### config.mk
export PLATFORM = sky130hd
export DESIGN_NAME = fetch_stage_flat
export DESIGN_NICKNAME = d
export VERILOG_FILES = /design/src/rtl/fetch_pkg.sv /design/src/rtl/fetch_if.sv /design/src/rtl/fetch_resp_buf.sv /design/src/rtl/fetch_stage.sv /design/src/flat_wrapper.sv
export SDC_FILE = /design/constraint.sdc
export NUM_CORES = 1
export LEC_CHECK = 0
export ABC_AREA = 0
export CAP_MARGIN = 20
export CORE_MARGIN = 8
export CORE_UTILIZATION = 53
export DETAILED_ROUTE_END_ITERATION = 10
export PLACE_DENSITY = 0.9
export SLEW_MARGIN = 20
export SYNTH_ARGS = -nofsm -noshare
export SYNTH_HDL_FRONTEND = slang
export SYNTH_HIERARCHICAL = 1
export SYNTH_SLANG_ARGS = --single-unit
### constraint.sdc
create_clock -name clk -period 3.5 [get_ports clk]
set_input_delay 0.35 -clock clk [delete_from_list [all_inputs] [get_ports clk]]
set_output_delay 0.35 -clock clk [all_outputs]
set_load 0.005 [all_outputs]
### src/rtl/fetch_pkg.sv
// Shared types and constants for the instruction-fetch stage.
package fetch_pkg;

    typedef enum logic [1:0] {
        IDLE = 2'd0,
        REQ  = 2'd1,
        WAIT = 2'd2,
        HOLD = 2'd3
    } fetch_state_t;

    localparam logic [31:0] NOP_INSTR = 32'h0000_0013;
    localparam int          PC_STEP   = 4;

endpackage

### src/rtl/fetch_if.sv
// Instruction-memory request/response bus between the fetch stage (master) and memory (slave).
interface fetch_if #(
    parameter int N = 32
) ();

    logic         imem_req;
    logic [N-1:0] imem_addr;
    logic         imem_gnt;
    logic         imem_rvalid;
    logic [N-1:0] imem_rdata;

    modport master (
        output imem_req,
        output imem_addr,
        input  imem_gnt,
        input  imem_rvalid,
        input  imem_rdata
    );

    modport slave (
        input  imem_req,
        input  imem_addr,
        output imem_gnt,
        output imem_rvalid,
        output imem_rdata
    );

endinterface

### src/rtl/fetch_resp_buf.sv
// One-entry holding buffer for a fetched instruction and its PC while decode is stalled.
module fetch_resp_buf #(
    parameter int N = 32
) (
    input  logic         clk,
    input  logic         rst,
    input  logic         load_i,
    input  logic         flush_i,
    input  logic [N-1:0] instr_i,
    input  logic [N-1:0] pc_i,
    output logic         valid_o,
    output logic [N-1:0] instr_o,
    output logic [N-1:0] pc_o
);

    logic         valid_q;
    logic [N-1:0] instr_q;
    logic [N-1:0] pc_q;

    // Flush wins: it is used both for draining into IF/ID and for discarding on redirect.
    always_ff @(posedge clk) begin
        if (!rst) begin
            valid_q <= 1'b0;
            instr_q <= '0;
            pc_q    <= '0;
        end else if (flush_i) begin
            valid_q <= 1'b0;
        end else if (load_i) begin
            valid_q <= 1'b1;
            instr_q <= instr_i;
            pc_q    <= pc_i;
        end
    end

    assign valid_o = valid_q;
    assign instr_o = instr_q;
    assign pc_o    = pc_q;

endmodule

### src/rtl/fetch_stage.sv
// Instruction-fetch stage: PC, single-outstanding imem requests, IF/ID registers.
// Optional FETCH_PERF_EN adds fetch_cnt / redirect_cnt performance counters.
module fetch_stage
    import fetch_pkg::*;
#(
    parameter int           N        = 32,
    parameter logic [N-1:0] RESET_PC = '0
) (
    input  logic         clk,
    input  logic         rst,
    input  logic         PC_sel,
    input  logic [N-1:0] branch_target,
    input  logic         ifRegEn,
    fetch_if.master      imem,
    output logic [N-1:0] instr_out,
    output logic [N-1:0] PC_out,
    output logic [N-1:0] NPC_out,
    output logic         valid_out
`ifdef FETCH_PERF_EN
    ,
    output logic [31:0]  fetch_cnt,
    output logic [31:0]  redirect_cnt
`endif
);

    localparam logic [N-1:0] STEP      = N'(PC_STEP);
    localparam logic [N-1:0] ALIGN_MSK = ~N'(PC_STEP - 1);

    fetch_state_t state_q, state_d;
    logic [N-1:0] fetchPc_q, fetchPc_d;
    logic [N-1:0] reqPc_q, reqPc_d;
    logic         dropFlag_q, dropFlag_d;
    logic [N-1:0] instr_q, instr_d;
    logic [N-1:0] pc_q, pc_d;
    logic [N-1:0] npc_q, npc_d;
    logic         valid_q, valid_d;

    logic         granted, respIn, respTake;
    logic         loadDirect, bufLoad, bufDrain, bufFlush;
    logic         bufValid;
    logic [N-1:0] bufInstr, bufPc;

    fetch_resp_buf #(.N(N)) u_resp_buf (
        .clk     (clk),
        .rst     (rst),
        .load_i  (bufLoad),
        .flush_i (bufFlush),
        .instr_i (imem.imem_rdata),
        .pc_i    (reqPc_q),
        .valid_o (bufValid),
        .instr_o (bufInstr),
        .pc_o    (bufPc)
    );

    always_ff @(posedge clk) begin
        if (!rst) begin
            state_q    <= IDLE;
            fetchPc_q  <= RESET_PC;
            reqPc_q    <= '0;
            dropFlag_q <= 1'b0;
            instr_q    <= N'(NOP_INSTR);
            pc_q       <= '0;
            npc_q      <= '0;
            valid_q    <= 1'b0;
        end else begin
            state_q    <= state_d;
            fetchPc_q  <= fetchPc_d;
            reqPc_q    <= reqPc_d;
            dropFlag_q <= dropFlag_d;
            instr_q    <= instr_d;
            pc_q       <= pc_d;
            npc_q      <= npc_d;
            valid_q    <= valid_d;
        end
    end

    // A response is only usable when it is not orphaned and no redirect is arriving with it.
    always_comb begin
        imem.imem_req  = (state_q == REQ);
        imem.imem_addr = fetchPc_q;
        granted        = (state_q == REQ) && imem.imem_gnt;
        respIn         = (state_q == WAIT) && imem.imem_rvalid;
        respTake       = respIn && !dropFlag_q && !PC_sel;
        loadDirect     = respTake && ifRegEn;
        bufLoad        = respTake && !ifRegEn;
        bufDrain       = (state_q == HOLD) && bufValid && ifRegEn && !PC_sel;
        bufFlush       = (state_q == HOLD) && (PC_sel || ifRegEn);
    end

    always_comb begin
        state_d    = state_q;
        fetchPc_d  = fetchPc_q;
        reqPc_d    = reqPc_q;
        dropFlag_d = dropFlag_q;
        instr_d    = instr_q;
        pc_d       = pc_q;
        npc_d      = npc_q;
        valid_d    = valid_q;

        case (state_q)
            IDLE: state_d = REQ;
            REQ: begin
                if (granted) begin
                    state_d    = WAIT;
                    reqPc_d    = fetchPc_q;
                    fetchPc_d  = fetchPc_q + STEP;
                    dropFlag_d = PC_sel;
                end
            end
            WAIT: begin
                if (respIn) begin
                    state_d    = bufLoad ? HOLD : REQ;
                    dropFlag_d = 1'b0;
                end else if (PC_sel) begin
                    dropFlag_d = 1'b1;
                end
            end
            HOLD: begin
                if (PC_sel || ifRegEn) begin
                    state_d = REQ;
                end
            end
            default: state_d = IDLE;
        endcase

        if (loadDirect) begin
            instr_d = imem.imem_rdata;
            pc_d    = reqPc_q;
            npc_d   = reqPc_q + STEP;
            valid_d = 1'b1;
        end else if (bufDrain) begin
            instr_d = bufInstr;
            pc_d    = bufPc;
            npc_d   = bufPc + STEP;
            valid_d = 1'b1;
        end

        if (PC_sel) begin
            fetchPc_d = branch_target & ALIGN_MSK;
            instr_d   = N'(NOP_INSTR);
            pc_d      = '0;
            npc_d     = '0;
            valid_d   = 1'b0;
        end
    end

    assign instr_out = instr_q;
    assign PC_out    = pc_q;
    assign NPC_out   = npc_q;
    assign valid_out = valid_q;

`ifdef FETCH_PERF_EN
    logic [31:0] fetchCnt_q, redirectCnt_q;

    always_ff @(posedge clk) begin
        if (!rst) begin
            fetchCnt_q    <= '0;
            redirectCnt_q <= '0;
        end else begin
            fetchCnt_q    <= fetchCnt_q + 32'(loadDirect || bufDrain);
            redirectCnt_q <= redirectCnt_q + 32'(PC_sel);
        end
    end

    assign fetch_cnt    = fetchCnt_q;
    assign redirect_cnt = redirectCnt_q;
`endif

endmodule

### src/flat_wrapper.sv
// flat-port wrapper written by rule: the top's interface ports become plain ports
module fetch_stage_flat import fetch_pkg::*;
#(
    parameter int           N        = 32,
    parameter logic [N-1:0] RESET_PC = '0
)
  (clk, rst, PC_sel, branch_target, ifRegEn, instr_out, PC_out, NPC_out, valid_out, imem_imem_req, imem_imem_addr, imem_imem_gnt, imem_imem_rvalid, imem_imem_rdata);
  fetch_if #(.N(N)) imem_i ();
  input  logic clk;
  input  logic rst;
  input  logic PC_sel;
  input  logic [N-1:0] branch_target;
  input  logic ifRegEn;
  output logic [N-1:0] instr_out;
  output logic [N-1:0] PC_out;
  output logic [N-1:0] NPC_out;
  output logic valid_out;
  output wire logic [$bits(imem_i.imem_req)-1:0] imem_imem_req;
  output wire logic [$bits(imem_i.imem_addr)-1:0] imem_imem_addr;
  input wire logic [$bits(imem_i.imem_gnt)-1:0] imem_imem_gnt;
  input wire logic [$bits(imem_i.imem_rvalid)-1:0] imem_imem_rvalid;
  input wire logic [$bits(imem_i.imem_rdata)-1:0] imem_imem_rdata;
  assign imem_imem_req = imem_i.imem_req;
  assign imem_imem_addr = imem_i.imem_addr;
  assign imem_i.imem_gnt = imem_imem_gnt;
  assign imem_i.imem_rvalid = imem_imem_rvalid;
  assign imem_i.imem_rdata = imem_imem_rdata;
  fetch_stage #(.N(N), .RESET_PC(RESET_PC)) u_core (.clk(clk), .rst(rst), .PC_sel(PC_sel), .branch_target(branch_target), .ifRegEn(ifRegEn), .imem(imem_i), .instr_out(instr_out), .PC_out(PC_out), .NPC_out(NPC_out), .valid_out(valid_out));
endmodule
== Word level (Yosys, flattened, before mapping) ==
Cells that the tools add are included.

* $add $sub $neg: 3
* Multipliers: 0
* Div/mod/pow operators: 0
* $lt $le $gt $ge: 0
* Equal/unequal tests: 7
* Shifts and indexed selects: 0
* Multiplexer cells: 20
* Bitwise logic cells: 2
* Reduce and logical (&&, ||, !) cells: 26

{| class="wikitable"
|+ Operator list
! kind !! number
|-
| $mux 32 || 9
|-
| $add 32x3->32 const B || 3
|-
| $logic_and 1x1->1 || 10
|-
| $mux 2 || 4
|-
| $pmux 2 s4 || 1
|-
| $reduce_bool 2->1 || 4
|-
| $reduce_and 2->1 || 3
|-
| $reduce_and 3->1 || 2
|-
| $mux 1 || 5
|-
| $eq 2x2->1 const B || 2
|-
| $ne 2x1->1 const B || 2
|-
| $reduce_or 2->1 || 2
|-
| $logic_not 1->1 || 3
|-
| $ne 3x2->1 const B || 1
|-
| $eq 2x1->1 const B || 1
|-
| $logic_not 2->1 || 1
|-
| $ne 2x2->1 const B || 1
|-
| $not 1->1 || 2
|-
| $pmux 1 s2 || 1
|-
| $logic_or 1x1->1 || 1
|}

* Register bits: 229
* Bits in latches: 0
* Bits in writable memories: 0
* Memory bits (read-only): 0
* Bits of input ports: 70
* Output and inout port bits: 130
* Memories kept: 0

== Logic depth before layout (Yosys ltp) ==
* Word-level depth: 8
* Depth in mapped cells: 16

== Hierarchy ==
The synthesis kept the hierarchy.

{| class="wikitable"
|+ Modules (own cells, without submodules)
! module !! times used !! cells an instance !! area an instance (um2) !! sequential area each (um2)
|-
| fetch_stage || 1 || 981 || 7951.4 || 3163.0
|-
| fetch_resp_buf || 1 || 281 || 2661.3 || 1301.2
|}

== Worst setup path before layout ==
OpenSTA, ideal clock, no wires.

* Path type: reg-to-reg
* Start point: register u_core.state_q[0]
* End point: register u_core.npc_q[16] (netlist: u_core/NPC_out[16])
* Library setup time: 0.129 ns
* Data arrival time: 2.627 ns
* Required time: 3.371 ns
* Slack: 0.744 ns
* Stages on the path, launching flop included: 17
* Buffers on the path: 3
* Cell sequence: dfxtp_1 > inv_1 > ha_1 > and4bb_1 > buf_6 > nand2_8 > buf_6 > buf_4 > nand2_1 > nand2_1 > ha_1 > inv_1 > nor4_1 > xnor2_1 > nor3_1 > a41oi_1 > o41ai_2

* Cells in the longest elaborated chain, start to end: 6

{| class="wikitable"
|+ Ends and longest elaborated chain
! item !! RTL line !! RTL
|-
| start: declaration || fetch_stage.sv:29 || <nowiki>fetch_state_t state_q, state_d;</nowiki>
|-
| start signal: assignment || fetch_stage.sv:66 || <nowiki>state_q <= state_d;</nowiki>
|-
| $eq 2x2->1 || fetch_stage.sv:82 || <nowiki>respIn = (state_q == WAIT) && imem.imem_rvalid;</nowiki>
|-
| $logic_and 1x1->1 || fetch_stage.sv:82 ||
|-
| $logic_and 1x1->1 (2 in a row) || fetch_stage.sv:83 || <nowiki>respTake = respIn && !dropFlag_q && !PC_sel;</nowiki>
|-
| $logic_and 1x1->1 || fetch_stage.sv:84 || <nowiki>loadDirect = respTake && ifRegEn;</nowiki>
|-
| $mux 32 or $reduce_bool 2->1 (tied branches) || n/a ||
|-
| end signal: assignment || fetch_stage.sv:72 || <nowiki>npc_q <= npc_d;</nowiki>
|-
| end: declaration || fetch_stage.sv:35 || <nowiki>logic [N-1:0] npc_q, npc_d;</nowiki>
|}

Parallel ways exist; a longest one is shown, timed or not.
A chain may end at the register's enable or synchronous reset.

== Worst setup path in the final report ==
Same ends and word-level chain as after synthesis.

==> summary.txt <==
RUN STATUS
--------------------------------------------------------------------------------------------------------
Result of the run .........................................................................    completed

LOGIC SYNTHESIS
--------------------------------------------------------------------------------------------------------
Share of synthesized area spent on multiplexers ...........................................       9.149%
Share of synthesized cell area in full adder, half adder and majority cells ...............      0.7074%
Post-synth design cell area ...............................................................    10610 µm²
Compound-gate portion of the synthesized area .............................................       14.45%
Cell accounting for the most synthesized area .............................................      dfxtp_1
Number of flops mapped to enable cells by yosys ...........................................            0
Synthesized area per cell .................................................................    8.409 µm²
Total of flip-flops plus latches after synthesis ..........................................          223
Cell types with the highest counts after synthesis ........................................ 337 x nand2_1, 223 x dfxtp_1, 92 x mux2i_1
Xor-xnor portion of the synthesized cell area .............................................       3.549%
Ys async rst share ........................................................................           0%
Simple-gate area share of the yosys netlist ...............................................       24.50%
Warnings from Yosys .......................................................................            6
Cells taking the most area after synthesis ................................................ dfxtp_1 42%, nand2_1 12%, mux2i_1 8.7%
Post-synth top area share .................................................................       42.07%
Number of unique standard cell types used by synthesis ....................................           68
Seq/Total Area, Yosys .....................................................................       42.07%
Post-synthesis cell count .................................................................         1262
Library cell with the highest instance count after synthesis ..............................      nand2_1
Combinational family with the most area after synthesis ................................... simple AND/OR/NAND/NOR gates
Dominant synthesized flop cell ............................................................      dfxtp_1

DIE
--------------------------------------------------------------------------------------------------------
Floorplan die area ........................................................................    24810 µm²
Top-Level Pins ............................................................................          200
Initial standard-cell utilization of the core .............................................       54.17%
Core Area .................................................................................    19590 µm²
Chip width ................................................................................     157.5 µm
Height of the chip ........................................................................     157.5 µm
Cell row count ............................................................................           51

ROUTING
--------------------------------------------------------------------------------------------------------
Detailed router's first-iteration violation count .........................................         1059
Vias per Instance .........................................................................        5.796
Final WL ..................................................................................     30.40 mm
Routed wire length per instance ...........................................................     17.94 µm
Routed via count ..........................................................................         9825
Initial DRT Pass Iterations ...............................................................            7
Remaining antenna violation count .........................................................            0
Remaining design rule violation count .....................................................            0

SETUP PATH
--------------------------------------------------------------------------------------------------------
Highest fanout seen on the critical path ..................................................           29
Cells on worst reg2reg path ...............................................................           13
Destination of the critical timing path ................................................... u_core/NPC_out[16]
Critical Path Slowest Stage Cell ..........................................................      dfxtp_1
Crit-path max cell delay ..................................................................       410 ps
Critical Path Start ....................................................................... u_core/state_q[0]
Type of element capturing the critical path ...............................................         flop
Reg-to-reg startpoint ..................................................................... u_core/state_q[0]
Data required, critical path ..............................................................      3880 ps
R2r setup slk .............................................................................       660 ps
Crit path kind ............................................................................   reg -> reg
Signal arrival time at the worst endpoint .................................................      3230 ps
Nature of the critical path startpoint ....................................................         flop
Reg-to-reg critical path endpoint ......................................................... u_core/NPC_out[16]
Cell chain of the critical path ........................................................... inv_1 -> ha_1 -> and4bb_1 -> nand2_8 -> nand2_1 -> nand2_1 -> ha_1 -> inv_1 -> nor4_1 -> xnor2_1 -> nor3_1 -> a41oi_1 -> o41ai_2

TIMING
--------------------------------------------------------------------------------------------------------
Unrepaired setup endpoints after global routing ...........................................        false
Relative slew slack .......................................................................       36.13%
Max frequency .............................................................................    351.7 MHz
Setup WS post-layout ......................................................................     656.6 ps
Sum Neg Setup Slack .......................................................................         0 ps
Max-slew violation count ..................................................................            0
Final setup vio count .....................................................................            0
Final Skew ................................................................................     18.89 ps
Final worst-path cycle share ..............................................................       81.24%
Transition time of the tightest slew-check pin ............................................     955.7 ps
Hold violation count in the final report ..................................................            0
Shortest period the worst path allows .....................................................      2843 ps

PLACEMENT
--------------------------------------------------------------------------------------------------------
Gpl congestion ............................................................................       0.9063
DP Wirelength .............................................................................     20.55 mm
Number of instances in the placed design ..................................................         1652
Input/output buffers ......................................................................          195
Pre-CTS setup slack .......................................................................     431.6 ps

CLOCK TREE
--------------------------------------------------------------------------------------------------------
Clock buffer depth ........................................................................            3
Setup repair bufs after CTS ...............................................................            0
Hold bufs inserted after CTS ..............................................................            0
Clock buffers created by TritonCTS ........................................................           24
Clock tree from TritonCTS .................................................................        built
Count of clock tree sinks .................................................................          223
Cell chosen for the clock root ............................................................    clkbuf_16
CTS H-Tree Depth ..........................................................................            1
Post-CTS clock slew at the launch and capture registers of the worst setup and hold paths .        60 ps
Post-cts sizing count .....................................................................            0
Insertion delay to the later sink of the worst-skew pair ..................................       510 ps

FINISH
--------------------------------------------------------------------------------------------------------
Fraction of final layout cells with drive strength greater than 1 .........................       5.874%
Final standard cell utilization of the core ...............................................       68.28%
Total number of nets in the final design ..................................................         1489
Layout area overhead ......................................................................       26.03%
Number of diodes ..........................................................................            0
Non-filler instance count after layout ....................................................         1695
Number of filler cells placed in the layout ...............................................         1552

GLOBAL ROUTE
--------------------------------------------------------------------------------------------------------
Largest net degree at the start of global routing .........................................          194
Initial antenna violation count ...........................................................            2
First-pass GRT wire length ................................................................     48.49 mm
All-Layer GR Usage ........................................................................       23.73%
Vias in the first global route ............................................................         9585
Grt total ovfl ............................................................................            0

POWER
--------------------------------------------------------------------------------------------------------
Power dissipated by switching net loads ...................................................   0.001286 W
Fraction of power consumed by sequential logic ............................................        46.3%
Fraction of power consumed by combinational cells .........................................         6.7%
Max VDD drop ..............................................................................    0.3630 mV
P per Cell Area ........................................................................... 427.5 nW/µm²
Switching Fraction ........................................................................       22.49%
Internal power ............................................................................   0.004432 W
Leakage Power .............................................................................     4.569 nW
Clock share of power ......................................................................        47.0%

JOB
--------------------------------------------------------------------------------------------------------
Maximum Capacitance Violations ............................................................            0

HOLD PATH
--------------------------------------------------------------------------------------------------------
Hold Path Class ...........................................................................    in -> reg

[sequential cells by signal, indices dropped and copies added, names as in the netlist]
register and flops:
u_core/reqPc_q 30, u_core/instr_out 32, u_core/u_resp_buf/instr_o 32, u_core/u_resp_buf/pc_o 32, u_core/valid_out 1, u_core/PC_out 32, u_core/state_q 2, u_core/imem.imem_addr 30
u_core/u_resp_buf/valid_o 1, u_core/dropFlag_q 1, u_core/NPC_out 30
[power by group through the flow]
stage	clock, W	sequential [W]	combinational, W
floorplan	0	0.00268	0.000201
finish	0.00269	0.00265	0.000384
CTS	0.00272	0.00264	0.000382
detailed placement	0	0.00270	0.000379
global route	0.00284	0.00265	0.000420
global placement	0	0.00270	0.000371
[layout make-up]
cell class | count | area, µm² | area share (%)
clock inverter | 10 | 156.4 | 1.169
clock buffer | 33 | 685.7 | 5.126
sequential | 223 | 4464 | 33.38
timing repair buffer | 216 | 2132 | 15.94
inverter | 7 | 26.28 | 0.1964
tap | 265 | 331.6 | 2.479
multi-input combinational | 941 | 5579 | 41.71
[metrics by stage]
stage / hold slack [ps] / area (µm²) / total power (W)
2_1_floorplan: 434.4 / 10620 / 0.002883
3_3_place_gp: 438.9 / 12530 / 0.003066
3_5_place_dp: 447.1 / 12530 / 0.003078
4_1_cts: 421.8 / 13380 / 0.005743
5_1_grt: 444.2 / 13380 / 0.005908
6_report: 430.5 / 13380 / 0.005718
[metal layers]
| metal | GRT usage [%] | routed length [µm] | vias up |
|---|---|---|---|
| li1 | - | - | 4675 |
| met1 | 30.71 | 12830 | 4588 |
| met2 | 38.99 | 13840 | 513 |
| met3 | 5.566 | 3271 | 45 |
| met4 | 6.165 | 451 | 4 |
| met5 | 0 | 18 | - |
[worst min-delay path by stage]
stage | start | endpoint | cells after the start
6_report | imem_imem_rdata[15] | u_core/u_resp_buf/instr_o[15] | 3
5_1_grt | imem_imem_rdata[31] | u_core/u_resp_buf/instr_o[31] | 3
3_5_place_dp | u_core/u_resp_buf/instr_o[1] | u_core/u_resp_buf/instr_o[1] | 2
2_1_floorplan | u_core/u_resp_buf/pc_o[30] | u_core/u_resp_buf/pc_o[30] | 2
4_1_cts | imem_imem_rdata[15] | u_core/u_resp_buf/instr_o[15] | 3
3_3_place_gp | u_core/NPC_out[6] | u_core/NPC_out[6] | 2
[cells by family after synthesis]
kind of cell | count (synthesis)
AND/OR/NAND/NOR | 584
adder cells (fa/ha/maj) | 6
buffers and inverters | 101
AO/OA/AOI/OAI | 209
other | 1
multiplexers | 95
XOR/XNOR | 43
flip-flops | 223
[worst max-delay path, delay by kind of cell, from the launching register on]
family	cells	cell delay (ps)
AO/OA/AOI/OAI	2	310
XOR/XNOR	1	170
adder cells (fa/ha/maj)	2	500
buffers and inverters	2	150
flip-flops	1	410
AND/OR/NAND/NOR	6	1180
[layout by cell type (no fill, tap or decap), types with 25 or more instances in the layout]
| cell type | netlist | layout |
|---|---|---|
| nand3_1 | 60 | 60 |
| mux2i_1 | 92 | 92 |
| clkdlybuf4s50_1 | 0 | 194 |
| dfxtp_1 | 223 | 223 |
| xor2_1 | 29 | 29 |
| clkbuf_16 | 0 | 25 |
| nand2_1 | 337 | 336 |
| a21oi_1 | 35 | 35 |
| nor2_1 | 87 | 86 |
| a311oi_1 | 34 | 34 |
| a21boi_0 | 30 | 30 |
| o21ai_0 | 39 | 39 |
| a211oi_1 | 29 | 29 |
No activity file was read; power rests on OpenSTA's default activity.
